<file path="config.mk">
export PLATFORM = sky130hd
export DESIGN_NAME = count_wrap_monitor
export DESIGN_NICKNAME = d
export VERILOG_FILES = /design/src/rtl/count_mon_pkg.sv /design/src/rtl/count_wrap_monitor_acc.sv /design/src/rtl/count_wrap_monitor.sv
export SDC_FILE = /design/constraint.sdc
export NUM_CORES = 1
export LEC_CHECK = 0
export CORE_MARGIN = 2
export CORE_UTILIZATION = 45
export DETAILED_ROUTE_END_ITERATION = 6
export PLACE_DENSITY = 0.69
export SYNTH_ARGS = -nofsm -noshare
export SYNTH_HDL_FRONTEND = slang
export SYNTH_SLANG_ARGS = --single-unit
</file>
<file path="constraint.sdc">
create_clock -name clk -period 4.2 [get_ports clk]
set_input_delay 0.84 -clock clk [delete_from_list [all_inputs] [get_ports clk]]
set_output_delay 0.84 -clock clk [all_outputs]
set_load 0.02 [all_outputs]
</file>
<file path="src/rtl/count_mon_pkg.sv">
`default_nettype none
// ============================================================================
//  Module      : count_mon_pkg
//  Description : Shared types and default widths for the counter wrap
//                monitor: FSM state encoding and the per-cycle delta class.
//  Revision    : 1.0 - initial release
// ============================================================================
package count_mon_pkg;

    // Default width of the observed counter value.
    localparam int c_DEFAULT_CNT_W = 4;

    // Default width of the signed net-revolution count.
    localparam int c_DEFAULT_REV_W = 8;

    // Monitor FSM states. S_INIT re-captures the counter after any reset or
    // clear so the first observed value is never mistaken for a step.
    typedef enum logic [1:0] {
        S_INIT  = 2'd0,
        S_TRACK = 2'd1,
        S_FAULT = 2'd2
    } mon_state_t;

    // Classification of (y - prev_y) mod 2^CNT_W.
    typedef enum logic [1:0] {
        HOLD = 2'd0,
        UP   = 2'd1,
        DOWN = 2'd2,
        JUMP = 2'd3
    } delta_cls_t;

endpackage
`default_nettype wire

</file>
<file path="src/rtl/count_wrap_monitor_acc.sv">
`default_nettype none
// ============================================================================
//  Module      : sat_updown_acc
//  Description : Signed two's-complement +1/-1 accumulator that saturates at
//                the most positive and most negative representable values.
//                Synchronous reset and synchronous clear both return it to 0.
//  Revision    : 1.0 - initial release
// ============================================================================
module sat_updown_acc
    import count_mon_pkg::*;
#(
    parameter int W = c_DEFAULT_REV_W
) (
    input  logic                clk,
    input  logic                rst,
    input  logic                clr,
    input  logic                inc,
    input  logic                dec,
    output logic signed [W-1:0] acc
);

    // Saturation limits: 0111..1 and 1000..0.
    localparam logic signed [W-1:0] c_MAX = {1'b0, {(W-1){1'b1}}};
    localparam logic signed [W-1:0] c_MIN = {1'b1, {(W-1){1'b0}}};
    localparam logic        [W-1:0] c_ONE = W'(1);

    logic signed [W-1:0] r_acc;

    // Accumulate single steps, holding at either limit; simultaneous inc and
    // dec cancel out and leave the value unchanged.
    always_ff @(posedge clk) begin
        if (rst || clr) begin
            r_acc <= '0;
        end else if (inc && !dec && (r_acc != c_MAX)) begin
            r_acc <= r_acc + c_ONE;
        end else if (dec && !inc && (r_acc != c_MIN)) begin
            r_acc <= r_acc - c_ONE;
        end
    end

    assign acc = r_acc;

endmodule
`default_nettype wire

</file>
<file path="src/rtl/count_wrap_monitor.sv">
`default_nettype none
// ============================================================================
//  Module      : count_wrap_monitor
//  Description : Observer for an up/down counter. Classifies every observed
//                transition (hold / up / down / jump), pulses ovf on a
//                max->0 up-wrap and udf on a 0->max down-wrap, keeps a
//                saturating signed net-revolution count, and raises sticky
//                jump and direction error flags.
//  Revision    : 1.0 - initial release
// ============================================================================
module count_wrap_monitor
    import count_mon_pkg::*;
#(
    parameter int CNT_W = c_DEFAULT_CNT_W,
    parameter int REV_W = c_DEFAULT_REV_W
) (
    input  logic                    clk,
    input  logic                    rst,
    input  logic        [CNT_W-1:0] y,
    input  logic                    mode,
    input  logic                    clr,
    output logic                    ovf,
    output logic                    udf,
    output logic signed [REV_W-1:0] rev_count,
    output logic                    jump_err,
    output logic                    dir_err,
    output logic                    tracking
);

    localparam logic [CNT_W-1:0] c_ZERO_Y = '0;
    localparam logic [CNT_W-1:0] c_ONE_Y  = CNT_W'(1);
    localparam logic [CNT_W-1:0] c_MAX_Y  = {CNT_W{1'b1}};

    // ------------------------------------------------------------------
    // State
    // ------------------------------------------------------------------
    mon_state_t       r_state;
    mon_state_t       w_next_state;
    logic [CNT_W-1:0] r_prev_y;
    logic             r_mode_q;

    logic             r_ovf;
    logic             r_udf;
    logic             r_jump_err;
    logic             r_dir_err;

    // ------------------------------------------------------------------
    // Combinational classification and event decode
    // ------------------------------------------------------------------
    logic             w_clear;
    logic [CNT_W-1:0] w_delta;
    delta_cls_t       w_cls;
    logic             w_wrap_up;
    logic             w_wrap_dn;
    logic             w_set_ovf;
    logic             w_set_udf;
    logic             w_set_jump;
    logic             w_set_dir;

    // rst and clr reset exactly the same monitor state.
    assign w_clear = rst | clr;

    // Modular difference wraps naturally at CNT_W bits.
    assign w_delta = y - r_prev_y;

    // The only transitions that count as revolutions.
    assign w_wrap_up = (r_prev_y == c_MAX_Y) && (y == c_ZERO_Y);
    assign w_wrap_dn = (r_prev_y == c_ZERO_Y) && (y == c_MAX_Y);

    // Map the delta to a step class. With a 1-bit counter +1 and -1 are the
    // same value, so the direction the counter was told to use decides.
    always_comb begin
        w_cls = JUMP;
        if (w_delta == c_ZERO_Y) begin
            w_cls = HOLD;
        end else if ((w_delta == c_ONE_Y) && (w_delta == c_MAX_Y)) begin
            w_cls = r_mode_q ? UP : DOWN;
        end else if (w_delta == c_ONE_Y) begin
            w_cls = UP;
        end else if (w_delta == c_MAX_Y) begin
            w_cls = DOWN;
        end
    end

    // Next-state and event decode; only S_TRACK produces events.
    always_comb begin
        w_next_state = r_state;
        w_set_ovf    = 1'b0;
        w_set_udf    = 1'b0;
        w_set_jump   = 1'b0;
        w_set_dir    = 1'b0;
        case (r_state)
            S_INIT: begin
                w_next_state = S_TRACK;
            end
            S_TRACK: begin
                case (w_cls)
                    UP: begin
                        w_set_ovf = w_wrap_up;
                        w_set_dir = ~r_mode_q;
                    end
                    DOWN: begin
                        w_set_udf = w_wrap_dn;
                        w_set_dir = r_mode_q;
                    end
                    JUMP: begin
                        w_set_jump   = 1'b1;
                        w_next_state = S_FAULT;
                    end
                    default: begin
                        // HOLD is legal: the counter may be parked in reset.
                    end
                endcase
            end
            S_FAULT: begin
                // Only rst or clr leaves the fault state.
                w_next_state = S_FAULT;
            end
            default: begin
                w_next_state = S_INIT;
            end
        endcase
    end

    // ------------------------------------------------------------------
    // Sequential logic
    // ------------------------------------------------------------------

    // FSM register plus the one-cycle history of the counter value and mode.
    // History keeps updating in every state so recovery starts from fresh data.
    always_ff @(posedge clk) begin
        if (w_clear) begin
            r_state  <= S_INIT;
            r_prev_y <= '0;
            r_mode_q <= 1'b0;
        end else begin
            r_state  <= w_next_state;
            r_prev_y <= y;
            r_mode_q <= mode;
        end
    end

    // Registered single-cycle wrap pulses and sticky error flags.
    always_ff @(posedge clk) begin
        if (w_clear) begin
            r_ovf      <= 1'b0;
            r_udf      <= 1'b0;
            r_jump_err <= 1'b0;
            r_dir_err  <= 1'b0;
        end else begin
            r_ovf <= w_set_ovf;
            r_udf <= w_set_udf;
            if (w_set_jump) begin
                r_jump_err <= 1'b1;
            end
            if (w_set_dir) begin
                r_dir_err <= 1'b1;
            end
        end
    end

    // Net revolutions follow the same registered wrap events as ovf/udf.
    sat_updown_acc #(
        .W   (REV_W)
    ) u_rev_acc (
        .clk (clk),
        .rst (rst),
        .clr (clr),
        .inc (w_set_ovf),
        .dec (w_set_udf),
        .acc (rev_count)
    );

    // ------------------------------------------------------------------
    // Outputs
    // ------------------------------------------------------------------
    assign ovf      = r_ovf;
    assign udf      = r_udf;
    assign jump_err = r_jump_err;
    assign dir_err  = r_dir_err;
    assign tracking = (r_state == S_TRACK);

endmodule
`default_nettype wire

</file>
# After elaboration in Yosys (flattened, before gate mapping)
# Index checks and enable logic that the tools add are counted.
[totals]
reg_bits = 19
elab_cells = 57
in_bits = 8
output_inout_bits = 13
[classes]
add_sub_neg = 3
bitwise_logic = 2
eq_ne = 12
n_mux = 17
reduce_logical = 15
[op_table]
columns = ["op", "n"]
rows = [
  ["$mux 8", 2],
  ["$ne 8x8->1 const B", 2],
  ["$eq 4x4->1 const B", 3],
  ["$logic_not 4->1", 3],
  ["$mux 2", 5],
  ["$add 8x1->8 const B", 1],
  ["$mux 1", 8],
  ["$sub 8x1->8 const B", 1],
  ["$logic_and 1x1->1", 7],
  ["$eq 2x2->1 const B", 3],
  ["$pmux 2 s3", 1],
  ["$eq 2x1->1 const B", 2],
  ["$eq 4x1->1 const B", 1],
  ["$sub 4x4->4", 1],
  ["$logic_not 1->1", 2],
  ["$logic_not 2->1", 1],
  ["$ne 2x1->1 const B", 1],
  ["$pmux 1 s2", 1],
  ["$reduce_bool 2->1", 1],
  ["$logic_or 1x1->1", 1],
  ["$not 1->1", 1],
  ["$or 1x1->1", 1],
]

# Longest topological paths before layout
# Gate-level depths: netlist of run 1.
[logic_depth]
ltp_word = 14
mapped_depth = 14
depth_no_buf = 14

# Hierarchy
# Synthesis of run 1 repeated with hierarchy kept, for this count alone.
[unflattened]
cells_unflattened = 163
area_unflattened_um2 = 1447.6
[by_module_without_submodules]
columns = ["module", "cells_each", "seq_area_each_um2", "area_each_um2", "n_inst"]
rows = [
  ["count_wrap_monitor", 82, 220.2, 740.7, 1],
  ["sat_updown_acc", 81, 160.2, 706.9, 1],
]

# Least setup slack after synthesis of run 1
# No wires, ideal clock.
[synth_timing]
path_kind = "input -> register"
startpoint = "input port y[0]"
endpoint = "register u_rev_acc.r_acc[7], in the netlist u_rev_acc.acc[7]"
n_path_buf = 0
stages = 14
setup_ns = 0.072
slack_ns = 0.281
arrival_time_ns = 3.847
required_ns = 4.128
cell_sequence = "inv_1 ha_1 fa_1 xor2_1 nand3b_1 nor4_1 o21ai_0 ha_1 a21o_1 nand4_1 nand4_1 a31oi_1 mux2i_1 mux2i_1"
[synth_via]
elab_chain_len = 13
word_cells_on_any_way = 27
cone_classes = "add/sub (1); eq/ne (5); mux (9); reduce/logical (12)"
[synth_rtl]
columns = ["item", "line", "text"]
rows = [
  ["start, declared", "count_wrap_monitor.sv:19", "input logic [CNT_W-1:0] y,"],
  ["$sub 4x4->4", "count_wrap_monitor.sv:64", "assign w_delta = y - r_prev_y;"],
  ["$eq 4x4->1", "count_wrap_monitor.sv:76, count_wrap_monitor.sv:80", ""],
  ["$mux 1", "count_wrap_monitor.sv:80", "end else if (w_delta == c_MAX_Y) begin"],
  ["$mux 2", "count_wrap_monitor.sv:78", "end else if (w_delta == c_ONE_Y) begin"],
  ["$mux 2", "count_wrap_monitor.sv:76", "end else if ((w_delta == c_ONE_Y) && (w_delta == c_MAX_Y)) begin"],
  ["$mux 2", "count_wrap_monitor.sv:74", "if (w_delta == c_ZERO_Y) begin"],
  ["$eq 2x2->1 / $eq 2x1->1 (equally long branches)", "count_wrap_monitor.sv:97", "case (w_cls)"],
  ["$mux 1", "count_wrap_monitor.sv:97", ""],
  ["$mux 1", "count_wrap_monitor.sv:92", "case (r_state)"],
  ["$logic_not 1->1 (on tied branches)", "count_wrap_monitor_acc.sv:34, count_wrap_monitor_acc.sv:36", ""],
  ["$logic_and 1x1->1 (on tied branches) (2 in series)", "count_wrap_monitor_acc.sv:34, count_wrap_monitor_acc.sv:36", ""],
  ["$mux 8 / $reduce_bool 2->1 (equally long branches)", "-", ""],
  ["end signal, assigned", "count_wrap_monitor_acc.sv:35", "r_acc <= r_acc + c_ONE;"],
  ["end signal, assigned", "count_wrap_monitor_acc.sv:37", "r_acc <= r_acc - c_ONE;"],
  ["end, declared", "count_wrap_monitor_acc.sv:27", "logic signed [W-1:0] r_acc;"],
]
# Several ways; a longest one is shown, not always the timed one.
# A chain may end at the register's enable or synchronous reset.

# Worst setup path in the final report of run 1
# Ends and elaborated chain as after synthesis.

==> flow_summary_export.csv, run 1 <==
group,metric,value,unit
yosys,ys.flop_type,"dfxtp_1",
sta,tightest_slew,0.4885,ns
floorplan,die-area,3108,µm²
setup_path,reg2reg_to,"u_rev_acc.acc[7]",
outcome,status,"completed",
min_path,hp-class,"reg -> reg",
pwr,power.switching,90.68,µW
clock_network,ctsHoldBuffers,0,
final_layout,drive_gt1_share,16.67,%
final_layout,nets,190,
setup_path,crit_path_start_kind,"input pin",
floorplan,initial_core_util,48.20,%
yosys,ys_ff_latch,19,
setup_path,worstPathBufferInverterCount,3,
clock_network,cts_root_buf,"clkbuf_4",
pwr,power.switching_fraction,26.42,%
floorplan,die_h,55.75,µm
setup_path,rr_startpoint,"r_prev_y[0]",
setup_path,startpoint,"y[0]",
floorplan,coreArea,2500,µm²
setup_path,endpoint_kind,"flop",
global_routing,grt_overflow,0,
placement,hpwlAfterDp,2.117,mm
clock_network,numClockSinks,19,
global_routing,grt_use_total,18.63,%
setup_path,reg2regPathDepth,14,
pwr,p_int,252.5,µW
sta,fin_skew,0.002971,ns
sta,fin_setup_tns,0,ns
yosys,synth-edff-count,0,
clock_network,htreeDepth,1,
clock_network,cts_tree,"done",
sta,period_share,94.89,%
yosys,synth-simple-area-share,27.73,%
clock_network,clk_latency,0.29,ns
setup_path,cp_top_family,"adder cells",
sta,slew_violations,0,
yosys,muxShareOfSynthArea,7.580,%
sta,fmax,0.2509,GHz
setup_path,worstPathMaxFanout,6,
yosys,synth_area_leaders,"dfxtp_1, ha_1, mux2i_1",
setup_path,reg2reg_slack,1.01,ns
detailed_routing,drt_iter0_drc,22,
sta,setup_viol,0,
clock_network,clk_path_buf_depth,2,
yosys,synth-compound-area-share,8.723,%
setup_path,crit_type,"in -> reg",
setup_path,crit_chain,"clkdlybuf4s50_1 -> inv_1 -> ha_1 -> fa_1 -> xor2_2 -> nand3b_1 -> nor4_2 -> o21ai_0 -> buf_4 -> ha_1 -> a21o_1 -> nand4_1 -> nand4_1 -> a31oi_1 -> mux2i_1 -> mux2i_1",
final_layout,diodes,0,
detailed_routing,route.detailed.drc,0,
yosys,synth_top_area_share,31.57,%
final_layout,final_util,63.51,%
final_layout,area_delta_synth_final,31.78,%
floorplan,ios,21,
pwr,p_leak,0.0006568,µW
yosys,synth_area,1205,µm²
detailed_routing,drt-wirelength-per-cell,13.70,µm
yosys,synth-xor-area-share,6.542,%
yosys,ys_seq_area_share,31.57,%
pwr,powerDensity,216.2,nW/µm²
pwr,vdd_ir_drop_max,0.2137,mV
detailed_routing,drtPass1Iterations,4,
final_layout,nFillCells,214,
yosys,synthAdderAreaFrac,14.75,%
setup_path,slowest_delay,0.50,ns
global_routing,grt_pass1_wl,4.629,mm
pwr,p_comb_share,18.9,%
run,max-cap-violations,0,
global_routing,antenna_found_initial,0,
yosys,ys_types,35,
yosys,synth_top_family_by_area,"simple AND/OR/NAND/NOR gates",
sta,holdWs,0.4935,ns
detailed_routing,vias,1086,
placement,place.gp.congestion,0.8185,
clock_network,numCtsBuffers,3,
floorplan,fp.dieW,55.75,µm
setup_path,cp.arrival,4.22,ns
yosys,yosys.area.top_type,"dfxtp_1",
placement,port_buffers,20,
global_routing,grt_max_degree,15,
sta,hold_viol_final,0,
floorplan,rows,18,
setup_path,worst-path-stages,16,
detailed_routing,via_per_inst,5.485,
setup_path,crit_end,"u_rev_acc.acc[7]",
pwr,seqPwrFrac,54.2,%
clock_network,clkTransAtPathRegs,0.11,ns
detailed_routing,drtAntennaViolNets,0,
setup_path,crit_required,4.43,ns
yosys,syn_avg_cell_area,9.198,µm²
yosys,syn-num-nets,152,
sta,maxSlewHeadroom,67.31,%
pwr,power.share.clock,26.9,%
yosys,ys_async_sr_fraction,0,%
yosys,synthCells,131,
sta,period_minus_slack,3.986,ns
global_routing,first_global_vias,1029,
setup_path,slowest_stage,"clkdlybuf4s50_1",
yosys,yosys_warnings,0,
detailed_routing,routed_wl,2.713,mm
synthesized netlist by cell type (4+ instances only):
| cell type | count |
|---|---|
| dfxtp_1 | 19 |
| xnor2_1 | 5 |
| xor2_1 | 4 |
| and2_1 | 4 |
| ha_1 | 11 |
| nor3_1 | 4 |
| inv_1 | 8 |
| a21oi_1 | 6 |
| nand4_1 | 4 |
| nand2_1 | 6 |
| nor2_1 | 16 |
| mux2i_1 | 8 |
cell usage in the layout (no fill, tap or decap), types with 2 or more instances in the layout:
cell type | synthesis | final
clkdlybuf4s50_1 | 0 | 20
dfxtp_1 | 19 | 19
nor2_1 | 16 | 16
buf_4 | 0 | 15
ha_1 | 11 | 11
inv_1 | 8 | 8
mux2i_1 | 8 | 8
nand2_1 | 6 | 6
a21oi_1 | 6 | 6
xnor2_1 | 5 | 5
nand4_1 | 4 | 4
and2_1 | 4 | 4
nor3_1 | 4 | 4
nand4b_1 | 3 | 3
o211ai_1 | 3 | 3
xor2_1 | 4 | 3
clkbuf_4 | 0 | 3
nand3b_1 | 2 | 2
nand3_1 | 2 | 2
or2_2 | 2 | 2
or3_1 | 2 | 2
a21o_1 | 2 | 2
o41ai_1 | 2 | 2
fa_1 | 2 | 2
metal layers:
metal,up-vias,share of wire (%),global-route usage (%)
met4,0,0.48,5.226
li1,553,-,-
met3,2,2.5,2.791
met2,19,50,30.61
met1,512,47,25.32
met5,-,0,0
worst min path at each step:
stage                           from          to  slack [ns]  cells past startpoint
after floorplan           r_state[0]  r_state[0]        0.47                      2
after global placement      jump_err    jump_err        0.46                      2
after detailed placement     dir_err     dir_err        0.47                      2
after CTS                    dir_err     dir_err        0.50                      2
after global routing         dir_err     dir_err        0.51                      2
final                        dir_err     dir_err        0.49                      2
registers in the layout (all words and copies together), names as in the netlist:
| signal | count |
|---|---|
| r_mode_q | 1 |
| jump_err | 1 |
| ovf | 1 |
| dir_err | 1 |
| r_prev_y | 4 |
| udf | 1 |
| u_rev_acc.acc | 8 |
| r_state | 2 |
worst reg2reg max path: stages (launching register included):
cell      delay (ns)
dfxtp_1         0.33
ha_1            0.21
fa_1            0.41
xor2_2          0.16
nand3b_1        0.14
nor4_2          0.24
o21ai_0         0.14
buf_4           0.18
ha_1            0.27
a21o_1          0.19
nand4_1         0.08
nand4_1         0.13
a31oi_1         0.20
mux2i_1         0.25
mux2i_1         0.19
layout make-up:
| class | count | area [µm²] | area share, % |
|---|---|---|---|
| clock buffers | 4 | 26.28 | 1.655 |
| inverters | 8 | 30.03 | 1.891 |
| multi-input cells | 102 | 800.8 | 50.43 |
| flip-flops and latches | 19 | 380.4 | 23.96 |
| well taps | 30 | 37.54 | 2.364 |
| repair buffers | 35 | 312.8 | 19.70 |
logic make-up (layout without fill, tap and decap cells):
logic type | count (synthesis) | after routing
simple gates | 55 | 55
flops | 19 | 19
compound gates | 16 | 16
fa+ha+maj | 13 | 13
buf+inv | 10 | 47
xor+xnor | 9 | 9
mux | 9 | 9
timing repair:
item | in CTS | in global routing
setup buffers | 0 | 0
resized for setup | 0 | 2
setup endpoints to repair | 0 | 4
power by group through the flow:
stage	registers [µW]	clock network (µW)	logic, µW
after floorplan	190	0	35.5
after global placement	190	0	60.3
after detailed placement	190	0	62.8
after CTS	186	97.6	63.2
after global routing	187	102	71.0
final	186	92.4	64.8
through the flow:
step                      instance area [µm²]  cells  power [µW]  setup slack [ns]
after global placement                   1548    194       250.2          -0.06606
after CTS                                1574    198       346.8           0.03176
after detailed placement                 1548    194       253.0           -0.2991
after global routing                     1588    198       359.9          -0.03253
final                                    1588    198       343.2            0.2145
after floorplan                          1205    131       225.7            0.2812
Note: power is estimated with default switching activity, not from simulation.
==> inputs of run 2 (changes only) <==
--- a/config.mk
+++ b/config.mk
@@ -6,9 +6,9 @@
 export NUM_CORES = 1
 export LEC_CHECK = 0
 export CORE_MARGIN = 2
-export CORE_UTILIZATION = 45
+export CORE_UTILIZATION = 52
 export DETAILED_ROUTE_END_ITERATION = 6
-export PLACE_DENSITY = 0.69
+export PLACE_DENSITY = 0.78
 export SYNTH_ARGS = -nofsm -noshare
 export SYNTH_HDL_FRONTEND = slang
 export SYNTH_SLANG_ARGS = --single-unit
==> run 2 against run 1 <==
Sequential power barely moved. Total power grew 1.5%. Global-route usage grew 4.5 points. Final cell count is 0.51% higher. Largest cell class unchanged. Count of clock-buffer cells in the layout did not move. Clock skew rose by 0.0017 ns. Highest routed layer unchanged. Critical path type unchanged. Setup slack improved by 0.089 ns.
==> flow_summary_export.csv, run 2 (synthesized netlist as in run 1, its figures left out) <==
group,metric,value,unit
clock_network,clk_latency,0.30,ns
final_layout,final_util,74.24,%
floorplan,rows,17,
sta,fmax,0.2567,GHz
floorplan,fp.dieW,52.14,µm
sta,rsz0062_at_grt,"false",
final_layout,final_common_cell,"clkdlybuf4s50_1",
run,max-cap-violations,0,
outcome,status,"completed",
sta,maxSlewHeadroom,67.40,%
detailed_routing,drt-wirelength-per-cell,13.95,µm
pwr,p_leak,0.0006804,µW
clock_network,cts_root_buf,"clkbuf_4",
detailed_routing,drtAntennaViolNets,0,
sta,period_minus_slack,3.896,ns
final_layout,nFillCells,152,
clock_network,clk_path_buf_depth,2,
global_routing,grt_max_degree,15,
detailed_routing,via_per_inst,5.628,
setup_path,slowest_stage,"clkdlybuf4s50_1",
setup_path,reg2reg_slack,1.09,ns
pwr,power.share.clock,27.3,%
setup_path,crit_required,4.43,ns
setup_path,reg2regPathDepth,13,
global_routing,first_global_vias,1049,
placement,port_buffers,20,
floorplan,coreArea,2191,µm²
clock_network,cts_tree,"done",
sta,slew_violations,0,
final_layout,nets,193,
sta,period_share,92.77,%
final_layout,diodes,0,
sta,holdWs,0.4951,ns
setup_path,startpoint,"y[0]",
sta,setup_viol,0,
pwr,p_comb_share,19.3,%
global_routing,grt_use_total,23.12,%
floorplan,initial_core_util,55.00,%
pwr,p_int,253.7,µW
placement,hpwlAfterDp,2.169,mm
placement,place.gp.congestion,0.8858,
setup_path,slowest_delay,0.49,ns
setup_path,worstPathMaxFanout,5,
setup_path,cp_top_family,"adder cells",
final_layout,final-seq-area,380.4,µm²
final_layout,area_delta_synth_final,34.99,%
detailed_routing,vias,1120,
sta,hold_viol_final,0,
floorplan,die_h,52.14,µm
pwr,powerDensity,214.1,nW/µm²
floorplan,ios,21,
pwr,power.switching,94.48,µW
detailed_routing,routed_wl,2.777,mm
setup_path,crit_path_start_kind,"input pin",
pwr,power.switching_fraction,27.13,%
final_layout,drive_gt1_share,19.30,%
final_layout,final_cell_mix,"clkdlybuf4s50_1, dfxtp_1, buf_4, nor2_1, ha_1",
clock_network,numCtsBuffers,3,
setup_path,reg2reg_to,"u_rev_acc.acc[7]",
clock_network,clkTransAtPathRegs,0.11,ns
final_layout,multi_input_area,819.5,µm²
min_path,hp-class,"reg -> reg",
setup_path,crit_type,"in -> reg",
detailed_routing,drtPass1Iterations,4,
final_layout,largest_reg_flops,8,
detailed_routing,drt_iter0_drc,14,
sta,tightest_slew,0.4885,ns
clock_network,ctsHoldBuffers,0,
setup_path,crit_end,"u_rev_acc.acc[7]",
setup_path,crit_chain,"clkdlybuf4s50_1 -> inv_1 -> ha_1 -> fa_1 -> xor2_2 -> nand3b_1 -> nor4_4 -> o21ai_2 -> ha_1 -> a21o_1 -> nand4_1 -> nand4_1 -> a31oi_2 -> mux2i_1 -> mux2i_1",
clock_network,numClockSinks,19,
sta,fin_skew,0.004672,ns
pwr,vdd_ir_drop_max,0.1985,mV
clock_network,htreeDepth,1,
setup_path,worst-path-stages,15,
floorplan,die-area,2718,µm²
global_routing,grt_pass1_wl,4.657,mm
setup_path,endpoint_kind,"flop",
setup_path,cp.arrival,4.13,ns
global_routing,antenna_found_initial,0,
setup_path,worstPathBufferInverterCount,2,
global_routing,grt_overflow,0,
pwr,seqPwrFrac,53.5,%
detailed_routing,route.detailed.drc,0,
setup_path,rr_startpoint,"r_prev_y[0]",
-- run 2: changes by cell type in the layout (fill, tap and decap cells not counted) --
| cell | change |
|---|---|
| nor4_4 | +1 |
| nor4_2 | -1 |
| o21ai_2 | +1 |
| a31oi_1 | -1 |
| buf_4 | +3 |
| o21ai_0 | -1 |
| a31oi_2 | +1 |
-- run 2: power by group through the flow --
stage,logic [µW],clock network [µW],registers [µW]
6_report,67.1,94.9,186
2_1_floorplan,35.5,0,190
5_1_grt,73.3,105,187
3_3_place_gp,60.1,0,190
4_1_cts,63.3,95.8,186
3_5_place_dp,62.9,0,190
-- run 2: cell type report --
type	instances	area share (%)
Multi-Input combinational cell	102	50.38
Sequential cell	19	23.38
Timing Repair Buffer	38	20.62
Tap cell	28	2.154
Inverter	8	1.846
Clock buffer	4	1.615
-- run 2: tightest hold or removal path, cell delays in order, from the launching register on --
cell and delay (ns):
dfxtp_1 0.34, a21oi_1 0.05, nor2_1 0.08
-- run 2: metal layers --
metal	share of wire (%)	GRT usage, %	wire, µm
met2	48	38.40	1336
met5	0	0	0
met1	47	30.37	1317
met4	0.61	7.692	17
met3	3.8	3.736	105
-- run 2: what timing repair did --
| item | 4_1_cts | 5_1_grt |
|---|---|---|
| pin swaps | 0 | 4 |
| buffers inserted | 0 | 1 |
| gates resized for setup | 1 | 5 |
| setup endpoints to repair | 1 | 4 |
-- run 2: worst min path at each step --
stage | startpoint | to | slack (ns) | cells past startpoint
global placement | jump_err | jump_err | 0.46 | 2
CTS | dir_err | dir_err | 0.50 | 2
finish | dir_err | dir_err | 0.50 | 2
global route | r_state[1] | r_state[1] | 0.55 | 2
floorplan | r_state[0] | r_state[0] | 0.47 | 2
detailed placement | dir_err | dir_err | 0.47 | 2
-- run 2: through the flow --
| stage | worst slack (ns) | TNS (ns) | power (µW) | area, µm² | cells |
|---|---|---|---|---|---|
| after global routing | 0.06759 | 0 | 365.5 | 1627 | 199 |
| after CTS | 0.008693 | 0 | 345.3 | 1587 | 198 |
| final | 0.3039 | 0 | 348.2 | 1627 | 199 |
| after detailed placement | -0.3680 | -1.062 | 253.2 | 1560 | 194 |
| after floorplan | 0.2812 | 0 | 225.7 | 1205 | 131 |
| after global placement | -0.1604 | -0.2722 | 250.0 | 1560 | 194 |
==> inputs of run 3 (changes only) <==
--- a/config.mk
+++ b/config.mk
@@ -8,7 +8,7 @@
 export CORE_MARGIN = 2
 export CORE_UTILIZATION = 52
 export DETAILED_ROUTE_END_ITERATION = 6
-export PLACE_DENSITY = 0.78
+export PLACE_DENSITY = 0.85
 export SYNTH_ARGS = -nofsm -noshare
 export SYNTH_HDL_FRONTEND = slang
 export SYNTH_SLANG_ARGS = --single-unit
==> run 3 against run 2 <==
Global-route usage rose by 0.62 points. Non-clock buffer count did not move. Critical path depth did not move. Via count fell by 1.3%. Final cell count did not move. Final area barely moved. Core utilization rose by 0.057 points. Count of clock-buffer cells in the layout fell by 1. Combinational power fell by 2%. Critical endpoint unchanged.
==> flow_summary_export.csv, run 3 (synthesized netlist as in run 1, its figures left out) <==
group,metric,value,unit
global_routing,first_global_vias,1035,
floorplan,ios,21,
global_routing,grt_overflow,0,
placement,port_buffers,20,
detailed_routing,drt-wirelength-per-cell,14.44,µm
global_routing,grt_max_degree,15,
sta,fin_ws,0.1973,ns
final_layout,diodes,0,
setup_path,endpoint_kind,"flop",
floorplan,die_h,52.14,µm
sta,fin_setup_tns,0,ns
run,max-cap-violations,0,
placement,hpwlAfterDp,2.258,mm
clock_network,cts_root_buf,"clkbuf_4",
sta,period_share,95.30,%
pwr,p_leak,0.0006829,µW
final_layout,final_common_cell,"clkdlybuf4s50_1",
global_routing,busiest_layer,"met2",
global_routing,use_met3,4.598,%
pwr,p_comb_share,18.8,%
pwr,p_total,348.5,µW
final_layout,nFillCells,159,
floorplan,coreArea,2191,µm²
sta,fmax,0.2498,GHz
clock_network,htreeDepth,1,
setup_path,rr_startpoint,"r_prev_y[0]",
sta,tightest_slew,0.4704,ns
pwr,powerDensity,214.1,nW/µm²
setup_path,crit_path_start_kind,"input pin",
clock_network,ctsHoldBuffers,0,
floorplan,rows,17,
sta,maxSlewHeadroom,68.60,%
pwr,vdd_ir_drop_max,0.2014,mV
floorplan,initial_core_util,55.00,%
min_path,hp-class,"reg -> reg",
detailed_routing,via_per_inst,5.558,
final_layout,area_delta_synth_final,35.10,%
sta,hold_viol_final,0,
clock_network,clk_path_buf_depth,2,
sta,setup_viol,0,
clock_network,numClockSinks,19,
final_layout,final_cell_mix,"clkdlybuf4s50_1, dfxtp_1, buf_4, nor2_1, ha_1",
setup_path,worstPathMaxFanout,5,
setup_path,cp.arrival,4.25,ns
final_layout,largest_reg_flops,8,
placement,detailedPlace.worstSlack,-0.3545,ns
sta,rsz0062_at_grt,"false",
floorplan,die-area,2718,µm²
clock_network,clk_latency,0.31,ns
pwr,power.switching_fraction,27.88,%
sta,period_minus_slack,4.003,ns
sta,slew_violations,0,
detailed_routing,routed_wl,2.874,mm
min_path,hold_start,"dir_err",
detailed_routing,route.detailed.drc,0,
placement,place.gp.congestion,0.9479,
clock_network,clkTransAtPathRegs,0.11,ns
sta,holdWs,0.5041,ns
pwr,power.switching,97.16,µW
global_routing,grt_use_total,23.73,%
detailed_routing,vias,1106,
clock_network,cts_tree,"done",
outcome,status,"completed",
final_layout,nets,193,
setup_path,startpoint,"y[0]",
floorplan,fp.dieW,52.14,µm
global_routing,use_met1,27.94,%
final_layout,design_area,1628,µm²
detailed_routing,drtPass1Iterations,4,
pwr,p_int,251.4,µW
sta,fin_skew,0.003609,ns
placement,place_area,1568,µm²
global_routing,antenna_found_initial,0,
global_routing,grt_pass1_wl,4.664,mm
detailed_routing,drtAntennaViolNets,0,
setup_path,crit_type,"in -> reg",
pwr,seqPwrFrac,53.4,%
pwr,power.share.clock,27.8,%
setup_path,crit_required,4.45,ns
clock_network,numCtsBuffers,3,
global_routing,gr-usage-met2,42.62,%
detailed_routing,drt_iter0_drc,15,
final_layout,drive_gt1_share,19.88,%
run 3: cell count changes in the layout (fill, tap and decap cells not counted):
cell	delta
clkbuf_1	-1
clkinv_2	+1
run 3: layer usage:
metal,vias to the layer above,wire (µm)
li1,550,-
met1,530,1253
met2,21,1483
met3,5,105
met4,0,31
met5,-,0
run 3: timing repair:
item,4_1_cts,5_1_grt
pin swaps,0,2
hold endpoints to repair,0,0
endpoints found under the setup margin,2,4
setup buffers,0,0
resized for setup,1,5
run 3: power groups by stage:
stage / Combinational, µW / Clock, µW / Sequential [µW]
finish: 65.5 / 96.9 / 186
detailed placement: 62.1 / 0 / 190
CTS: 62.9 / 99.5 / 186
global route: 72.2 / 105 / 187
global placement: 59.5 / 0 / 190
floorplan: 35.5 / 0 / 190
run 3: area by class of cell:
type	instances	area [µm²]	area share (%)
multi-input combinational	102	819.5	50.35
sequential	19	380.4	23.37
timing repair buffer	38	335.3	20.60
tap	28	35.03	2.152
inverter	8	30.03	1.845
clock buffer	3	22.52	1.384
clock inverter	1	5.005	0.3075
run 3: final timing paths:
path              slack, ns               end  cells past startpoint
setup / recovery       0.20  u_rev_acc.acc[7]                     15
setup reg to reg       0.97  u_rev_acc.acc[7]                     13
hold reg to reg        0.50           dir_err                      2
hold / removal         0.50           dir_err                      2
run 3: metrics by stage:
step / std cells / util, %
after detailed placement: 195 / 71.56
after floorplan: 131 / -
after global placement: 195 / 71.56
after CTS: 199 / 72.82
after global routing: 199 / 74.30
final: 199 / 74.30
run 3: worst max-delay path, cell delays in order:
cell,delay [ns]
clkdlybuf4s50_1,0.49
inv_1,0.07
ha_1,0.23
fa_1,0.41
xor2_2,0.17
nand3b_1,0.17
nor4_4,0.32
o21ai_2,0.14
buf_4,0.17
ha_1,0.33
nand4_1,0.10
nand4_1,0.15
a31oi_2,0.19
mux2i_1,0.27
mux2i_1,0.21
